## src/rtl/vend_pkg.sv

```systemverilog
// Shared vending-machine definitions: coin codes, coin values, queue width and
// the dispenser-compatible coin priority.
package vend_pkg;

    typedef enum logic [1:0] {
        COIN_NONE = 2'd0,
        COIN_A    = 2'd1,
        COIN_B    = 2'd2,
        COIN_C    = 2'd3
    } coin_e;

    localparam int COIN_VAL_A       = 5;
    localparam int COIN_VAL_B       = 10;
    localparam int COIN_VAL_C       = 20;
    localparam int PEND_W           = 2;
    localparam int DEBOUNCE_DEFAULT = 16;

    // Same A > B > C ordering the dispenser FSM uses.
    function automatic coin_e pick_coin(input logic has_a, input logic has_b, input logic has_c);
        coin_e sel;
        sel = COIN_NONE;
        if (has_a)
            sel = COIN_A;
        else if (has_b)
            sel = COIN_B;
        else if (has_c)
            sel = COIN_C;
        return sel;
    endfunction

endpackage

```

## src/rtl/coin_debounce.sv

```systemverilog
// One input channel: 2-flop synchroniser, stability counter, debounced level
// and a one-cycle pulse on each accepted rising level.
module coin_debounce
    import vend_pkg::*;
#(
    parameter int DEBOUNCE_CYCLES = DEBOUNCE_DEFAULT
) (
    input  logic clk,
    input  logic rst,
    input  logic raw,
    output logic level,
    output logic rise
);

    localparam int CNT_W = (DEBOUNCE_CYCLES > 2) ? $clog2(DEBOUNCE_CYCLES) : 1;
    localparam logic [CNT_W-1:0] CNT_LAST = CNT_W'(DEBOUNCE_CYCLES - 1);

    logic             sync_p0;
    logic             sync_p1;
    logic [CNT_W-1:0] cnt;
    logic             level_d;

    always_ff @(posedge clk or posedge rst) begin
        if (rst) begin
            sync_p0 <= 1'b0;
            sync_p1 <= 1'b0;
        end else begin
            sync_p0 <= raw;
            sync_p1 <= sync_p0;
        end
    end

    // ---- debounce stage: any agreement with the current level restarts the count
    always_ff @(posedge clk or posedge rst) begin
        if (rst) begin
            cnt     <= '0;
            level   <= 1'b0;
            level_d <= 1'b0;
        end else begin
            level_d <= level;
            if (sync_p1 != level) begin
                if (cnt == CNT_LAST) begin
                    level <= sync_p1;
                    cnt   <= '0;
                end else begin
                    cnt <= cnt + 1'b1;
                end
            end else begin
                cnt <= '0;
            end
        end
    end

    assign rise = level & ~level_d;

endmodule

```

## src/rtl/coin_input_conditioner.sv

```systemverilog
// Vending-machine front end: debounces the coin and switch buttons, queues coin
// presses and feeds them to the dispenser as spaced single-cycle A/B/C pulses.
module coin_input_conditioner
    import vend_pkg::*;
#(
    parameter int DEBOUNCE_CYCLES = DEBOUNCE_DEFAULT,
    parameter int GAP_CYCLES      = 2,
    parameter int PEND_MAX        = 3
) (
    input  logic clk,
    input  logic rst,
    input  logic coin_a_raw,
    input  logic coin_b_raw,
    input  logic coin_c_raw,
    input  logic sw_raw,
    input  logic water,
    output logic A,
    output logic B,
    output logic C,
    output logic sw,
    output logic coin_overflow
);

    localparam int GAP_W = $clog2(GAP_CYCLES + 1);
    localparam logic [GAP_W-1:0]  GAP_LOAD = GAP_W'(GAP_CYCLES);
    localparam logic [PEND_W-1:0] PEND_LIM = PEND_W'(PEND_MAX);

    logic [3:0]        raw_vec;
    logic [3:0]        rise;
    logic [3:0]        level_unused;
    logic [PEND_W-1:0] pend [3];
    logic [GAP_W-1:0]  gap;
    logic [2:0]        issue;
    coin_e             sel;

    // Channel order: 0 = coin A, 1 = coin B, 2 = coin C, 3 = dispense switch.
    assign raw_vec = {sw_raw, coin_c_raw, coin_b_raw, coin_a_raw};

    for (genvar i = 0; i < 4; i++) begin : g_db
        coin_debounce #(
            .DEBOUNCE_CYCLES(DEBOUNCE_CYCLES)
        ) u_db (
            .clk  (clk),
            .rst  (rst),
            .raw  (raw_vec[i]),
            .level(level_unused[i]),
            .rise (rise[i])
        );
    end

    // ---- arbiter stage: choose the next coin while the dispenser is listening
    always_comb begin
        sel = COIN_NONE;
        if (!water && gap == '0)
            sel = pick_coin(pend[0] != '0, pend[1] != '0, pend[2] != '0);
        issue[0] = (sel == COIN_A);
        issue[1] = (sel == COIN_B);
        issue[2] = (sel == COIN_C);
    end

    // A press and an issue of the same coin in one cycle cancel out.
    always_ff @(posedge clk or posedge rst) begin
        if (rst) begin
            for (int i = 0; i < 3; i++)
                pend[i] <= '0;
            coin_overflow <= 1'b0;
        end else begin
            for (int i = 0; i < 3; i++) begin
                case ({rise[i], issue[i]})
                    2'b10: begin
                        if (pend[i] == PEND_LIM)
                            coin_overflow <= 1'b1;
                        else
                            pend[i] <= pend[i] + 1'b1;
                    end
                    2'b01:   pend[i] <= pend[i] - 1'b1;
                    default: ;
                endcase
            end
        end
    end

    // ---- output stage: registered pulses and the inter-coin gap
    always_ff @(posedge clk or posedge rst) begin
        if (rst) begin
            A   <= 1'b0;
            B   <= 1'b0;
            C   <= 1'b0;
            sw  <= 1'b0;
            gap <= '0;
        end else begin
            A  <= issue[0];
            B  <= issue[1];
            C  <= issue[2];
            sw <= rise[3] & water;
            if (|issue)
                gap <= GAP_LOAD;
            else if (gap != '0)
                gap <= gap - 1'b1;
        end
    end

endmodule
```

## config.mk

```make
export PLATFORM = sky130hd
export DESIGN_NAME = coin_input_conditioner
export DESIGN_NICKNAME = d
export VERILOG_FILES = /design/src/rtl/vend_pkg.sv /design/src/rtl/coin_debounce.sv /design/src/rtl/coin_input_conditioner.sv
export SDC_FILE = /design/constraint.sdc
export NUM_CORES = 1
export LEC_CHECK = 0
export BUFFER_PORTS_ARGS = -buffer_cell sky130_fd_sc_hd__buf_2
export CAP_MARGIN = 15
export CELL_PAD_IN_SITES_DETAIL_PLACEMENT = 1
export CELL_PAD_IN_SITES_GLOBAL_PLACEMENT = 2
export CORE_MARGIN = 10
export CORE_UTILIZATION = 41
export DETAILED_ROUTE_END_ITERATION = 8
export PLACE_DENSITY_LB_ADDON = 0.1
export SYNTH_ARGS = -nofsm -noshare
export SYNTH_HDL_FRONTEND = slang
export SYNTH_SLANG_ARGS = --single-unit
```

## constraint.sdc

```tcl
create_clock -name clk -period 2 [get_ports clk]
set_input_delay 0.2 -clock clk [delete_from_list [all_inputs] [get_ports clk]]
set_output_delay 0.2 -clock clk [all_outputs]
set_load 0.02 [all_outputs]
```

==> tab_implementation.tex, run 1 <==
\begin{tabular}{lr}
\hline
Metric & Value \\
\hline
\multicolumn{2}{l}{\textbf{Synth}} \\
Mux cell area share after synthesis & about 3.5\% \\
Syn\_area\_per\_cell & $\sim$13 um\^{}2 \\
Number of nets produced by synthesis & roughly 160 \\
Xor and xnor fraction of the mapped netlist area & between 4 and 5\% \\
Share of synthesized cell area in full adder, half adder and majority cells & between 3 and 4\% \\
Seq/Total Area, Yosys & around three fifths \\
Number of synthesized register bits & 45 \\
Most repeated cell in the gate-level netlist after synthesis & sky130\_fd\_sc\_hd\_\_dfrtp\_1 \\
Yosys top cell by area & sky130\_fd\_sc\_hd\_\_dfrtp\_1 \\
Synthesized netlist cell count & around 150 \\
Most used flip-flop cell after synthesis & sky130\_fd\_sc\_hd\_\_dfrtp\_1 \\
Async S/R FF share, synth & 100\% \\
Ranking of synthesized cells by area & sky130\_fd\_sc\_hd\_\_dfrtp\_1 61\%, sky130\_fd\_sc\_hd\_\_xnor2\_1 4.7\%, sky130\_fd\_sc\_hd\_\_ha\_1 3.4\%, sky130\_fd\_sc\_hd\_\_nor2b\_1 3.1\%, sky130\_fd\_sc\_hd\_\_a21oi\_1 2.4\% \\
Post-synth EDFFs & 0 \\
Compound-Gate Fraction of Synth Area & between 9 and 10\% \\
Synthesized-area fraction occupied by and/or/nand/nor cells & between 10\% and 20\% \\
Proportion of netlist area held by the largest area contributor & between 60\% and 70\% \\
Largest family of logic cells by synthesized area & simple AND/OR/NAND/NOR gates \\
Count of different cell masters after synthesis & 33 \\
Cell types with the highest counts after synthesis & 45 x sky130\_fd\_sc\_hd\_\_dfrtp\_1, 10 x sky130\_fd\_sc\_hd\_\_xnor2\_1, 9 x sky130\_fd\_sc\_hd\_\_a21oi\_1, 9 x sky130\_fd\_sc\_hd\_\_nor2\_1, 9 x sky130\_fd\_sc\_hd\_\_nor2b\_1 \\
Synth warnings & 0 \\
Synth Cell Area & 1840 um\^{}2 \\
\multicolumn{2}{l}{\textbf{Setup path}} \\
Worst EP arrival & 1890 ps \\
Sort of element at the end of the critical path & flop \\
Library cell contributing the largest single delay on the critical path & sky130\_fd\_sc\_hd\_\_dfrtp\_1 \\
CP Data Required Time & about 2200 ps \\
Series of cell instances along the critical path & inv\_1 > ha\_1 > nor4b\_4 > and4b\_4 > nor2b\_1 > o22a\_1 \\
Delay of the slowest cell on the worst path & between 300 and 400 ps \\
Largest driver fanout on the critical path & 7 \\
Element type at the critical path start & flop \\
Type of the setup path with the least slack & flop to flop \\
\multicolumn{2}{l}{\textbf{GRT}} \\
Global-route wire length before repair & $\sim$6 mm \\
Vias in the first global route & 1290 \\
Maximum number of pins on one net before global-route repair & 26 \\
GRT Util Overall & approximately a tenth \\
Number of antenna violations at the first check in global routing & 0 \\
Grt ovf & 0 \\
\multicolumn{2}{l}{\textbf{Layout}} \\
Antenna cells & 0 \\
Final design instance area without fill & about 2100 um\^{}2 \\
Syn-to-layout area delta & 13.1\% \\
Count of fill cells added during filler insertion & roughly 470 \\
Non-filler instance count after layout & approximately 220 \\
Area of combinational cells with multiple inputs & 677 um\^{}2 \\
Layout cells sized above 1 & approximately 17\% \\
Final net count & 180 \\
Register cell area after layout & 1130 um\^{}2 \\
\multicolumn{2}{l}{\textbf{Power}} \\
Largest vdd supply drop & between 0.3 and 0.4 mV \\
Leakage power figure & roughly 0.93 nW \\
Pwr Density & roughly 890 nW/um\^{}2 \\
\multicolumn{2}{l}{\textbf{Placed design}} \\
Placed inst area & between 1500 and 2000 um\^{}2 \\
Post-detailed-placement half-perimeter wirelength & 2.41 mm \\
Final GP Congestion & roughly 0.67 \\
Port-buffer cells & 11 \\
Number of placed instances with taps included & 210 \\
\multicolumn{2}{l}{\textbf{STA}} \\
Worst slew slack as a fraction of its limit & between 40 and 50\% \\
Setup tns final & 0 ps \\
Setup clock skew after layout & about 6.1 ps \\
Worst Hold Margin & 22.0 ps \\
Final hold violation count & 0 \\
Least-Margin Pin Slew & approximately 780 ps \\
RSZ-0062 raised after global routing & no \\
Period utilisation layout & between 80 and 90\% \\
Min Tclk post-route & between 1500 and 2000 ps \\
Achievable clock frequency & roughly 590 MHz \\
Final setup violating endpoints & 0 \\
Max-slew violation total from the final report & 0 \\
\multicolumn{2}{l}{\textbf{Die}} \\
Die width & roughly 87 um \\
Initial core utilization & about 42\% \\
Site row count & 24 \\
Chip Height & roughly 87 um \\
Num ports & 12 \\
Floorplan Core Area & approximately 4400 um\^{}2 \\
DIE AREA & about 7600 um\^{}2 \\
\multicolumn{2}{l}{\textbf{Route}} \\
Met3 Wirelength & between 100 and 150 um \\
DRT antenna net count & 0 \\
Final routed DRC violation total & 0 \\
1st-pass router iterations & 4 \\
Via density per instance & $\sim$5.2 \\
Routed met2 length & $\sim$1.7 mm \\
Via count of the routed design & approximately 1200 \\
Topmost layer with routed signal wires & met4 \\
Number of DRC markers in iteration 0 & 39 \\
Drt total wl & about 3.2 mm \\
Detail-routed net length per standard cell & roughly 15 um \\
Detailed-routing wirelength on met1 & between 1 and 1.5 mm \\
\multicolumn{2}{l}{\textbf{Clock tree}} \\
CTS tree & yes \\
TritonCTS Buffers & 5 \\
Clk buf depth & 2 \\
Number of gates resized after cts & 0 \\
Clk pin slew, worst setup/hold paths & 80 ps \\
Total setup buffers inserted after CTS & 0 \\
Root cell of the clock tree & sky130\_fd\_sc\_hd\_\_clkbuf\_8 \\
H-tree level count & 2 \\
Clock latency on the worst-skew pair & $\sim$290 ps \\
Sink Count & 45 \\
\multicolumn{2}{l}{\textbf{Run status}} \\
Status & finished clean \\
\multicolumn{2}{l}{\textbf{Flow run}} \\
Max capacitance violation total & 0 \\
\multicolumn{2}{l}{\textbf{Hold path}} \\
Hold Crit Class & primary input to flop \\
\hline
\end{tabular}
[worst max-delay path: cells and delay by family, from the launching register on]
kind | cells | cell delay [ps]
flops | 1 | 390
buf+inv | 1 | 60
simple gates | 3 | 760
compound gates | 1 | 190
fa+ha+maj | 1 | 190
[timing repair]
item / CTS / global route
endpoints found under the setup margin: 0 / 0
hold endpoints to repair: 20 / 2
hold buffers: 1 / 2
[kinds of logic (layout without fill, tap and decap cells)]
family,Yosys count,count (layout)
DFF,45,45
xor gates and xnor gates,10,10
buffers and inverters,9,31
muxes,6,6
AOI/OAI and AO/OA,27,27
and+or+nand+nor,45,45
adders and majority gates,5,5
[layout make-up]
class                   instances  area share [%]
flip-flops and latches         45            54.0
well taps                      52            3.12
repair buffers                 15            5.04
clock inverters                 2           0.480
clock buffers                   6            3.48
multi-input cells              93            32.5
inverters                       8            1.44
[routing by layer]
layer | vias up | track usage [%]
met5 | - | 0
met4 | 0 | 4.42
met3 | 2 | 3.18
met2 | 12 | 16.0
met1 | 579 | 11.3
li1 | 558 | -
[registers in the layout, summed over array words and instances, names as in the netlist]
register / cells
sw: 1
B: 1
g_db.u_db.level_d: 4
pend: 6
C: 1
g_db.u_db.level: 4
g_db.u_db.sync_p1: 4
A: 1
g_db.u_db.cnt: 16
g_db.u_db.sync_p0: 4
coin_overflow: 1
gap: 2
[cell usage in the layout, fill, tap and decap left out, types with 3 or more instances in the layout]
cell / n
sky130_fd_sc_hd__nand2_1: 6
sky130_fd_sc_hd__ha_1: 5
sky130_fd_sc_hd__clkbuf_8: 5
sky130_fd_sc_hd__xnor2_1: 10
sky130_fd_sc_hd__nor2b_1: 9
sky130_fd_sc_hd__inv_1: 7
sky130_fd_sc_hd__buf_2: 11
sky130_fd_sc_hd__dlygate4sd3_1: 3
sky130_fd_sc_hd__a21oi_1: 9
sky130_fd_sc_hd__nand3_1: 6
sky130_fd_sc_hd__dfrtp_1: 45
sky130_fd_sc_hd__nor2_1: 9
sky130_fd_sc_hd__mux2_2: 4
sky130_fd_sc_hd__a311oi_1: 3
sky130_fd_sc_hd__o21ai_0: 6
sky130_fd_sc_hd__nand4b_1: 3
[final timing paths]
path,start,slack [ps],to,cells after the start
max,gap[0]$_DFFE_PP0P_,290,pend[1]$_DFFE_PP0P_,6
min,coin_a_raw,20,g_db[0].u_db.sync_p0$_DFF_PP0_,1
max reg2reg,gap[0]$_DFFE_PP0P_,290,pend[1]$_DFFE_PP0P_,6
min reg2reg,g_db[2].u_db.sync_p0$_DFF_PP0_,350,g_db[2].u_db.sync_p1$_DFF_PP0_,0
max in group asynchronous,rst,960,pend[2]$_DFFE_PP0P_,4
min in group asynchronous,rst,500,g_db[3].u_db.cnt[0]$_DFF_PP0_,3
[where the power goes]
| group | internal, mW | total (mW) | switching, mW |
|---|---|---|---|
| sequential | 0.976 | 1.03 | 0.0543 |
| clock | 0.242 | 0.527 | 0.284 |
| combinational | 0.143 | 0.296 | 0.153 |
| total | 1.36 | 1.85 | 0.492 |
[per-stage QoR]
stage          util (%)  power, mW  setup WS (ps)
3_5_place_dp       45.3       1.34            301
5_1_grt            47.9       1.99            175
6_report           47.9       1.85            292
2_1_floorplan         -       1.27            452
4_1_cts            47.4       1.89            276
3_3_place_gp       45.3       1.32            353
(Power assumes the default switching activity.)
==> run 2: changes to the inputs <==
PLACE_DENSITY = 0.78   (was not set)
PLACE_DENSITY_LB_ADDON = not set   (was 0.1)
==> run 2 against run 1 <==
Net effect: largest power group unchanged; register-to-register slack is essentially flat; sequential power is essentially flat; critical path type unchanged; cell count grew 0.45%; non-clock buffer count grew 1; die area is the same; combinational power grew 2%; core utilization grew 0.55 points; sequential share of layout area shrank 0.61 points.
==> tab_implementation.tex, run 2 (same netlist as run 1, synthesis figures left out) <==
\begin{tabular}{lr}
\hline
Metric & Value \\
\hline
\multicolumn{2}{l}{\textbf{Setup path}} \\
Startpoint of the most critical register-to-register path & gap[1]\$\_DFFE\_PP0P\_ (was gap[0]\$\_DFFE\_PP0P\_) \\
Element type at the critical path start & flop (unchanged) \\
Buffers plus inverters on the worst setup path & 1 (unchanged) \\
Library cell contributing the largest single delay on the critical path & sky130\_fd\_sc\_hd\_\_dfrtp\_1 (unchanged) \\
Largest driver fanout on the critical path & 7 (unchanged) \\
Type of the setup path with the least slack & flop to flop (unchanged) \\
Critical Path Source & gap[1]\$\_DFFE\_PP0P\_ (was gap[0]\$\_DFFE\_PP0P\_) \\
Series of cell instances along the critical path & inv\_1 > ha\_1 > nor4b\_4 > and4b\_4 > nor2b\_1 > o22a\_1 (unchanged) \\
CP Data Required Time & 2180 ps (about the same) \\
Delay of the slowest cell on the worst path & 370 ps (was 390 ps) \\
Worst EP arrival & 1890 ps (about the same) \\
Cell family contributing the most delay on the critical path & simple AND/OR/NAND/NOR gates (unchanged) \\
Sort of element at the end of the critical path & flop (unchanged) \\
\multicolumn{2}{l}{\textbf{Clock tree}} \\
Sink Count & 45 (unchanged) \\
Clk pin slew, worst setup/hold paths & 80 ps (about the same) \\
Clk buf depth & 2 (unchanged) \\
Root cell of the clock tree & sky130\_fd\_sc\_hd\_\_clkbuf\_8 (unchanged) \\
Clock latency on the worst-skew pair & 290 ps (about the same) \\
CTS tree & yes (unchanged) \\
TritonCTS Buffers & 5 (unchanged) \\
H-tree level count & 2 (unchanged) \\
Number of gates resized after cts & 0 (unchanged) \\
\multicolumn{2}{l}{\textbf{Die}} \\
Chip Height & 87.1 um (unchanged) \\
Die width & 87.1 um (unchanged) \\
DIE AREA & 7580 um\^{}2 (unchanged) \\
Site row count & 24 (unchanged) \\
Floorplan Core Area & 4350 um\^{}2 (unchanged) \\
Initial core utilization & 42.4\% (unchanged) \\
Num ports & 12 (unchanged) \\
\multicolumn{2}{l}{\textbf{Route}} \\
Final routed DRC violation total & 0 (unchanged) \\
1st-pass router iterations & 3 (was 4) \\
Number of DRC markers in iteration 0 & 20 (was 39) \\
DRT antenna net count & 0 (unchanged) \\
Via density per instance & 5.33 (was 5.21) \\
Detail-routed net length per standard cell & 14.2 um (was 14.6 um) \\
Via count of the routed design & 1184 (was 1151) \\
Drt total wl & 3.16 mm (was 3.23 mm) \\
\multicolumn{2}{l}{\textbf{STA}} \\
Setup clock skew after layout & 6.54 ps (was 6.07 ps) \\
Final setup violating endpoints & 0 (unchanged) \\
Final hold violation count & 0 (unchanged) \\
Achievable clock frequency & 586 MHz (about the same) \\
Setup tns final & 0 ps (unchanged) \\
Max-slew violation total from the final report & 0 (unchanged) \\
RSZ-0062 raised after global routing & no (unchanged) \\
Min Tclk post-route & 1710 ps (about the same) \\
Worst Hold Margin & 15.5 ps (was 22.0 ps) \\
Least-Margin Pin Slew & 651 ps (was 777 ps) \\
Period utilisation layout & 85.3\% (was 85.4\%) \\
Worst slew slack as a fraction of its limit & 56.4\% (was 47.9\%) \\
\multicolumn{2}{l}{\textbf{Flow run}} \\
Max capacitance violation total & 0 (unchanged) \\
\multicolumn{2}{l}{\textbf{Layout}} \\
Most frequent cells in the layout & 45 x sky130\_fd\_sc\_hd\_\_dfrtp\_1, 11 x sky130\_fd\_sc\_hd\_\_buf\_2, 10 x sky130\_fd\_sc\_hd\_\_xnor2\_1 (unchanged) \\
Registers with the most flip-flops & g\_db.u\_db.cnt: 16 flops, pend: 6 flops (unchanged) \\
Register cell area after layout & 1130 um\^{}2 (unchanged) \\
Count of fill cells added during filler insertion & 463 (was 465) \\
Most frequent standard cell in the layout excluding fill and tap cells & sky130\_fd\_sc\_hd\_\_dfrtp\_1 (unchanged) \\
Max FFs per register & 16 (unchanged) \\
Antenna cells & 0 (unchanged) \\
Area of combinational cells with multiple inputs & 677 um\^{}2 (unchanged) \\
Register ranked first by flip-flop count & g\_db.u\_db.cnt (unchanged) \\
Layout cells sized above 1 & 17.6\% (was 17.2\%) \\
Final net count & 181 (was 180) \\
Syn-to-layout area delta & 14.4\% (was 13.1\%) \\
\multicolumn{2}{l}{\textbf{GRT}} \\
GRT Util Overall & 8.93\% (was 9.75\%) \\
Grt ovf & 0 (unchanged) \\
Global-route wire length before repair & 5.51 mm (was 5.97 mm) \\
Number of antenna violations at the first check in global routing & 0 (unchanged) \\
Vias in the first global route & 1287 (was 1290) \\
Maximum number of pins on one net before global-route repair & 29 (was 26) \\
\multicolumn{2}{l}{\textbf{Power}} \\
Largest vdd supply drop & 0.543 mV (was 0.393 mV) \\
Leakage power figure & 0.945 nW (was 0.935 nW) \\
Pwr Density & 901 nW/um\^{}2 (was 888 nW/um\^{}2) \\
\multicolumn{2}{l}{\textbf{Run status}} \\
Status & finished clean (unchanged) \\
\multicolumn{2}{l}{\textbf{Placed design}} \\
Final GP Congestion & 0.730 (was 0.668) \\
Post-detailed-placement half-perimeter wirelength & 2.32 mm (was 2.41 mm) \\
Port-buffer cells & 11 (unchanged) \\
\multicolumn{2}{l}{\textbf{Hold path}} \\
Min-Delay Startpoint & coin\_a\_raw (unchanged) \\
Hold Crit Class & primary input to flop (unchanged) \\
\hline
\end{tabular}
-- run 2: cell type report --
| cell class | count | area share, % |
|---|---|---|
| Clock buffer | 6 | 3.91 |
| Timing Repair Buffer | 16 | 5.46 |
| Multi-Input combinational cell | 93 | 32.1 |
| Clock inverter | 2 | 0.652 |
| Tap cell | 52 | 3.08 |
| Inverter | 8 | 1.42 |
| Sequential cell | 45 | 53.4 |
-- run 2: routing by layer --
| layer | share of wire, % | vias up | track usage [%] |
|---|---|---|---|
| met1 | 43 | 599 | 9.27 |
| met5 | 0 | - | 0 |
| met3 | 4.8 | 6 | 3.75 |
| li1 | - | 562 | - |
| met4 | 1.5 | 0 | 3.68 |
| met2 | 51 | 17 | 15.5 |
-- run 2: final timing paths --
path | endpoint | slack [ps] | depth (start not counted)
max | pend[1]$_DFFE_PP0P_ | 290 | 6
min | g_db[0].u_db.sync_p0$_DFF_PP0_ | 20 | 1
max reg2reg | pend[1]$_DFFE_PP0P_ | 290 | 6
min reg2reg | g_db[0].u_db.sync_p1$_DFF_PP0_ | 360 | 0
max in group asynchronous | pend[3]$_DFFE_PP0P_ | 1040 | 4
min in group asynchronous | g_db[3].u_db.sync_p0$_DFF_PP0_ | 450 | 3
-- run 2: where the power goes --
| group | leakage [nW] | switching [mW] | internal [mW] | total, mW |
|---|---|---|---|---|
| sequential | 0.587 | 0.0542 | 0.976 | 1.03 |
| clock | 0.0512 | 0.290 | 0.280 | 0.570 |
| combinational | 0.307 | 0.157 | 0.145 | 0.301 |
-- run 2: repair_timing --
action / CTS / global route
buffers inserted: 0 / 0
hold buffers: 2 / 2
hold endpoints to repair: 18 / 2
endpoints found under the setup margin: 0 / 0
-- run 2: worst reg2reg max path: cells and delay by family, from the launching register on --
family / cells / cell delay, ps
DFF: 1 / 370
buffers and inverters: 1 / 80
adders and majority gates: 1 / 200
AOI/OAI and AO/OA: 1 / 190
and+or+nand+nor: 3 / 750
-- run 2: stage by stage --
stage / cells / util (%) / total power, mW / setup slack, ps / area, um^2
global route: 222 / 48.4 / 2.02 / 168 / 2110
detailed placement: 210 / 45.3 / 1.35 / 299 / 1970
CTS: 220 / 48.0 / 1.93 / 280 / 2090
global placement: 210 / 45.3 / 1.32 / 360 / 1970
floorplan: 147 / - / 1.27 / 452 / 1840
finish: 222 / 48.4 / 1.90 / 294 / 2110
==> run 3: changes to the inputs <==
REMOVE_ABC_BUFFERS = 1   (was not set)
==> run 3 against run 2 <==
Net effect: cell count stayed put; clock power is 21% higher; highest routed layer unchanged; sequential cell count stayed put; clock-buffer cell count is 1 lower; non-clock buffer count stayed put; final area is 0.30% higher; fmax is 2.1% lower; combinational power is 3% lower; critical path type unchanged; register-to-register slack worse by 40 ps.
==> tab_implementation.tex, run 3 (same netlist as run 1, synthesis figures left out) <==
\begin{tabular}{lr}
\hline
Metric & Value \\
\hline
\multicolumn{2}{l}{\textbf{Clock tree}} \\
Clk buf depth & 2 (unchanged) \\
Sink Count & 45 (unchanged) \\
Total setup buffers inserted after CTS & 0 (unchanged) \\
Number of gates resized after cts & 0 (unchanged) \\
Root cell of the clock tree & sky130\_fd\_sc\_hd\_\_clkbuf\_8 (unchanged) \\
Clock latency on the worst-skew pair & 300 ps (was 290 ps) \\
CTS tree & yes (unchanged) \\
H-tree level count & 2 (unchanged) \\
TritonCTS Buffers & 5 (unchanged) \\
Clk pin slew, worst setup/hold paths & 90 ps (was 80 ps) \\
\multicolumn{2}{l}{\textbf{Hold path}} \\
Hold Crit Class & primary input to async pin (was primary input to flop) \\
\multicolumn{2}{l}{\textbf{Layout}} \\
Antenna cells & 0 (unchanged) \\
Register cell area after layout & 1130 um\^{}2 (unchanged) \\
Most frequent standard cell in the layout excluding fill and tap cells & sky130\_fd\_sc\_hd\_\_dfrtp\_1 (unchanged) \\
Area of combinational cells with multiple inputs & 677 um\^{}2 (unchanged) \\
Count of fill cells added during filler insertion & 459 (was 463) \\
Final net count & 181 (unchanged) \\
Non-filler instance count after layout & 222 (unchanged) \\
Most frequent cells in the layout & 45 x sky130\_fd\_sc\_hd\_\_dfrtp\_1, 11 x sky130\_fd\_sc\_hd\_\_buf\_2, 10 x sky130\_fd\_sc\_hd\_\_xnor2\_1 (unchanged) \\
Final design instance area without fill & 2120 um\^{}2 (was 2110 um\^{}2) \\
Syn-to-layout area delta & 14.7\% (was 14.4\%) \\
Register ranked first by flip-flop count & g\_db.u\_db.cnt (unchanged) \\
Registers with the most flip-flops & g\_db.u\_db.cnt: 16 flops, pend: 6 flops (unchanged) \\
Layout cells sized above 1 & 17.6\% (unchanged) \\
Utilization after layout & 48.6\% (was 48.4\%) \\
Max FFs per register & 16 (unchanged) \\
\multicolumn{2}{l}{\textbf{Route}} \\
1st-pass router iterations & 3 (unchanged) \\
Drt total wl & 3.19 mm (was 3.16 mm) \\
Detail-routed net length per standard cell & 14.4 um (was 14.2 um) \\
Number of DRC markers in iteration 0 & 47 (was 20) \\
DRT antenna net count & 0 (unchanged) \\
Via density per instance & 5.17 (was 5.33) \\
Via count of the routed design & 1148 (was 1184) \\
Final routed DRC violation total & 0 (unchanged) \\
\multicolumn{2}{l}{\textbf{Power}} \\
Internal Dissipation & 1.49 mW (was 1.40 mW) \\
Leakage power figure & 0.944 nW (was 0.945 nW) \\
Gate power share & 14.5\% (was 15.8\%) \\
Largest vdd supply drop & 0.578 mV (was 0.543 mV) \\
Pwr Density & 951 nW/um\^{}2 (was 901 nW/um\^{}2) \\
Design Power & 2.01 mW (was 1.90 mW) \\
Part of the total power dissipated in sequential elements & 51.2\% (was 54.2\%) \\
Net load switching power & 0.522 mW (was 0.501 mW) \\
Switching power as a share of total power & 25.9\% (was 26.3\%) \\
Clock group share of total power & 34.2\% (was 30.0\%) \\
\multicolumn{2}{l}{\textbf{STA}} \\
RSZ-0062 raised after global routing & no (unchanged) \\
Max-slew violation total from the final report & 0 (unchanged) \\
Least-Margin Pin Slew & 553 ps (was 651 ps) \\
Setup tns final & 0 ps (unchanged) \\
Min Tclk post-route & 1740 ps (was 1710 ps) \\
Final setup violating endpoints & 0 (unchanged) \\
Achievable clock frequency & 574 MHz (was 586 MHz) \\
Period utilisation layout & 87.1\% (was 85.3\%) \\
Worst Hold Margin & 18.2 ps (was 15.5 ps) \\
Final hold violation count & 0 (unchanged) \\
PnR worst setup slack & 258 ps (was 294 ps) \\
Worst slew slack as a fraction of its limit & 63.2\% (was 56.4\%) \\
Setup clock skew after layout & 6.26 ps (was 6.54 ps) \\
\multicolumn{2}{l}{\textbf{Setup path}} \\
CP Data Required Time & 2190 ps (was 2180 ps) \\
Largest driver fanout on the critical path & 7 (unchanged) \\
Sort of element at the end of the critical path & flop (unchanged) \\
Worst EP arrival & 1930 ps (was 1890 ps) \\
Type of the setup path with the least slack & flop to flop (unchanged) \\
Element type at the critical path start & flop (unchanged) \\
\multicolumn{2}{l}{\textbf{Die}} \\
Initial core utilization & 42.4\% (unchanged) \\
Chip Height & 87.1 um (unchanged) \\
Floorplan Core Area & 4350 um\^{}2 (unchanged) \\
Site row count & 24 (unchanged) \\
Die width & 87.1 um (unchanged) \\
Num ports & 12 (unchanged) \\
DIE AREA & 7580 um\^{}2 (unchanged) \\
\multicolumn{2}{l}{\textbf{Run status}} \\
Status & finished clean (unchanged) \\
\multicolumn{2}{l}{\textbf{Placed design}} \\
Number of placed instances with taps included & 210 (unchanged) \\
Port-buffer cells & 11 (unchanged) \\
Placed inst area & 1960 um\^{}2 (was 1970 um\^{}2) \\
Post-detailed-placement half-perimeter wirelength & 2.26 mm (was 2.32 mm) \\
Final GP Congestion & 0.666 (was 0.730) \\
Setup slack at placement & 262 ps (was 299 ps) \\
\multicolumn{2}{l}{\textbf{GRT}} \\
Number of antenna violations at the first check in global routing & 0 (unchanged) \\
Grt ovf & 0 (unchanged) \\
Global-route wire length before repair & 5.75 mm (was 5.51 mm) \\
Maximum number of pins on one net before global-route repair & 46 (was 29) \\
Vias in the first global route & 1271 (was 1287) \\
GRT Util Overall & 9.48\% (was 8.93\%) \\
\multicolumn{2}{l}{\textbf{Flow run}} \\
Max capacitance violation total & 0 (unchanged) \\
\hline
\end{tabular}
-- run 3: area by class of cell --
type,instances,share of cell area (%)
Tap cell,52,3.08
Multi-Input combinational cell,93,32.0
Clock buffer,5,3.25
Timing Repair Buffer,16,4.85
Inverter,8,1.42
Clock inverter,3,2.19
Sequential cell,45,53.2
-- run 3: path summary, 6_finish.rpt --
path	startpoint	endpoint	slack [ps]	cells past startpoint
min in group clk	water	sw$_DFF_PP0_	150	3
max in group asynchronous	rst	coin_overflow$_DFF_PP0_	1600	3
hold reg to reg	g_db[0].u_db.sync_p0$_DFF_PP0_	g_db[0].u_db.sync_p1$_DFF_PP0_	360	0
setup / recovery	gap[0]$_DFFE_PP0P_	pend[1]$_DFFE_PP0P_	260	6
setup reg to reg	gap[0]$_DFFE_PP0P_	pend[1]$_DFFE_PP0P_	260	6
hold / removal	rst	g_db[3].u_db.sync_p1$_DFF_PP0_	20	3
-- run 3: timing repair --
| item | CTS | global route |
|---|---|---|
| hold endpoints to repair | 4 | 0 |
| hold buffers | 4 | 0 |
| endpoints found under the setup margin | 0 | 0 |
-- run 3: power by group through the flow --
stage / Combinational [mW] / Sequential, mW / Clock [mW]
after floorplan: 0.225 / 1.04 / 0
after global placement: 0.276 / 1.04 / 0
after detailed placement: 0.291 / 1.05 / 0
after CTS: 0.300 / 1.03 / 0.711
after global routing: 0.343 / 1.04 / 0.756
final: 0.293 / 1.03 / 0.689
-- run 3: layer usage --
layer,part of all wire [%],GRT usage [%],vias up
li1,-,-,557
met1,45,11.0,568
met2,48,15.1,15
met3,5.1,4.21,8
met4,1.7,3.53,0
met5,0,0,-
-- run 3: critical path: stages, from the launching register on --
cell	delay, ps
sky130_fd_sc_hd__dfrtp_1	400
sky130_fd_sc_hd__inv_1	60
sky130_fd_sc_hd__ha_1	200
sky130_fd_sc_hd__nor4b_4	380
sky130_fd_sc_hd__and4b_4	330
sky130_fd_sc_hd__nor2b_1	60
sky130_fd_sc_hd__o22a_1	200
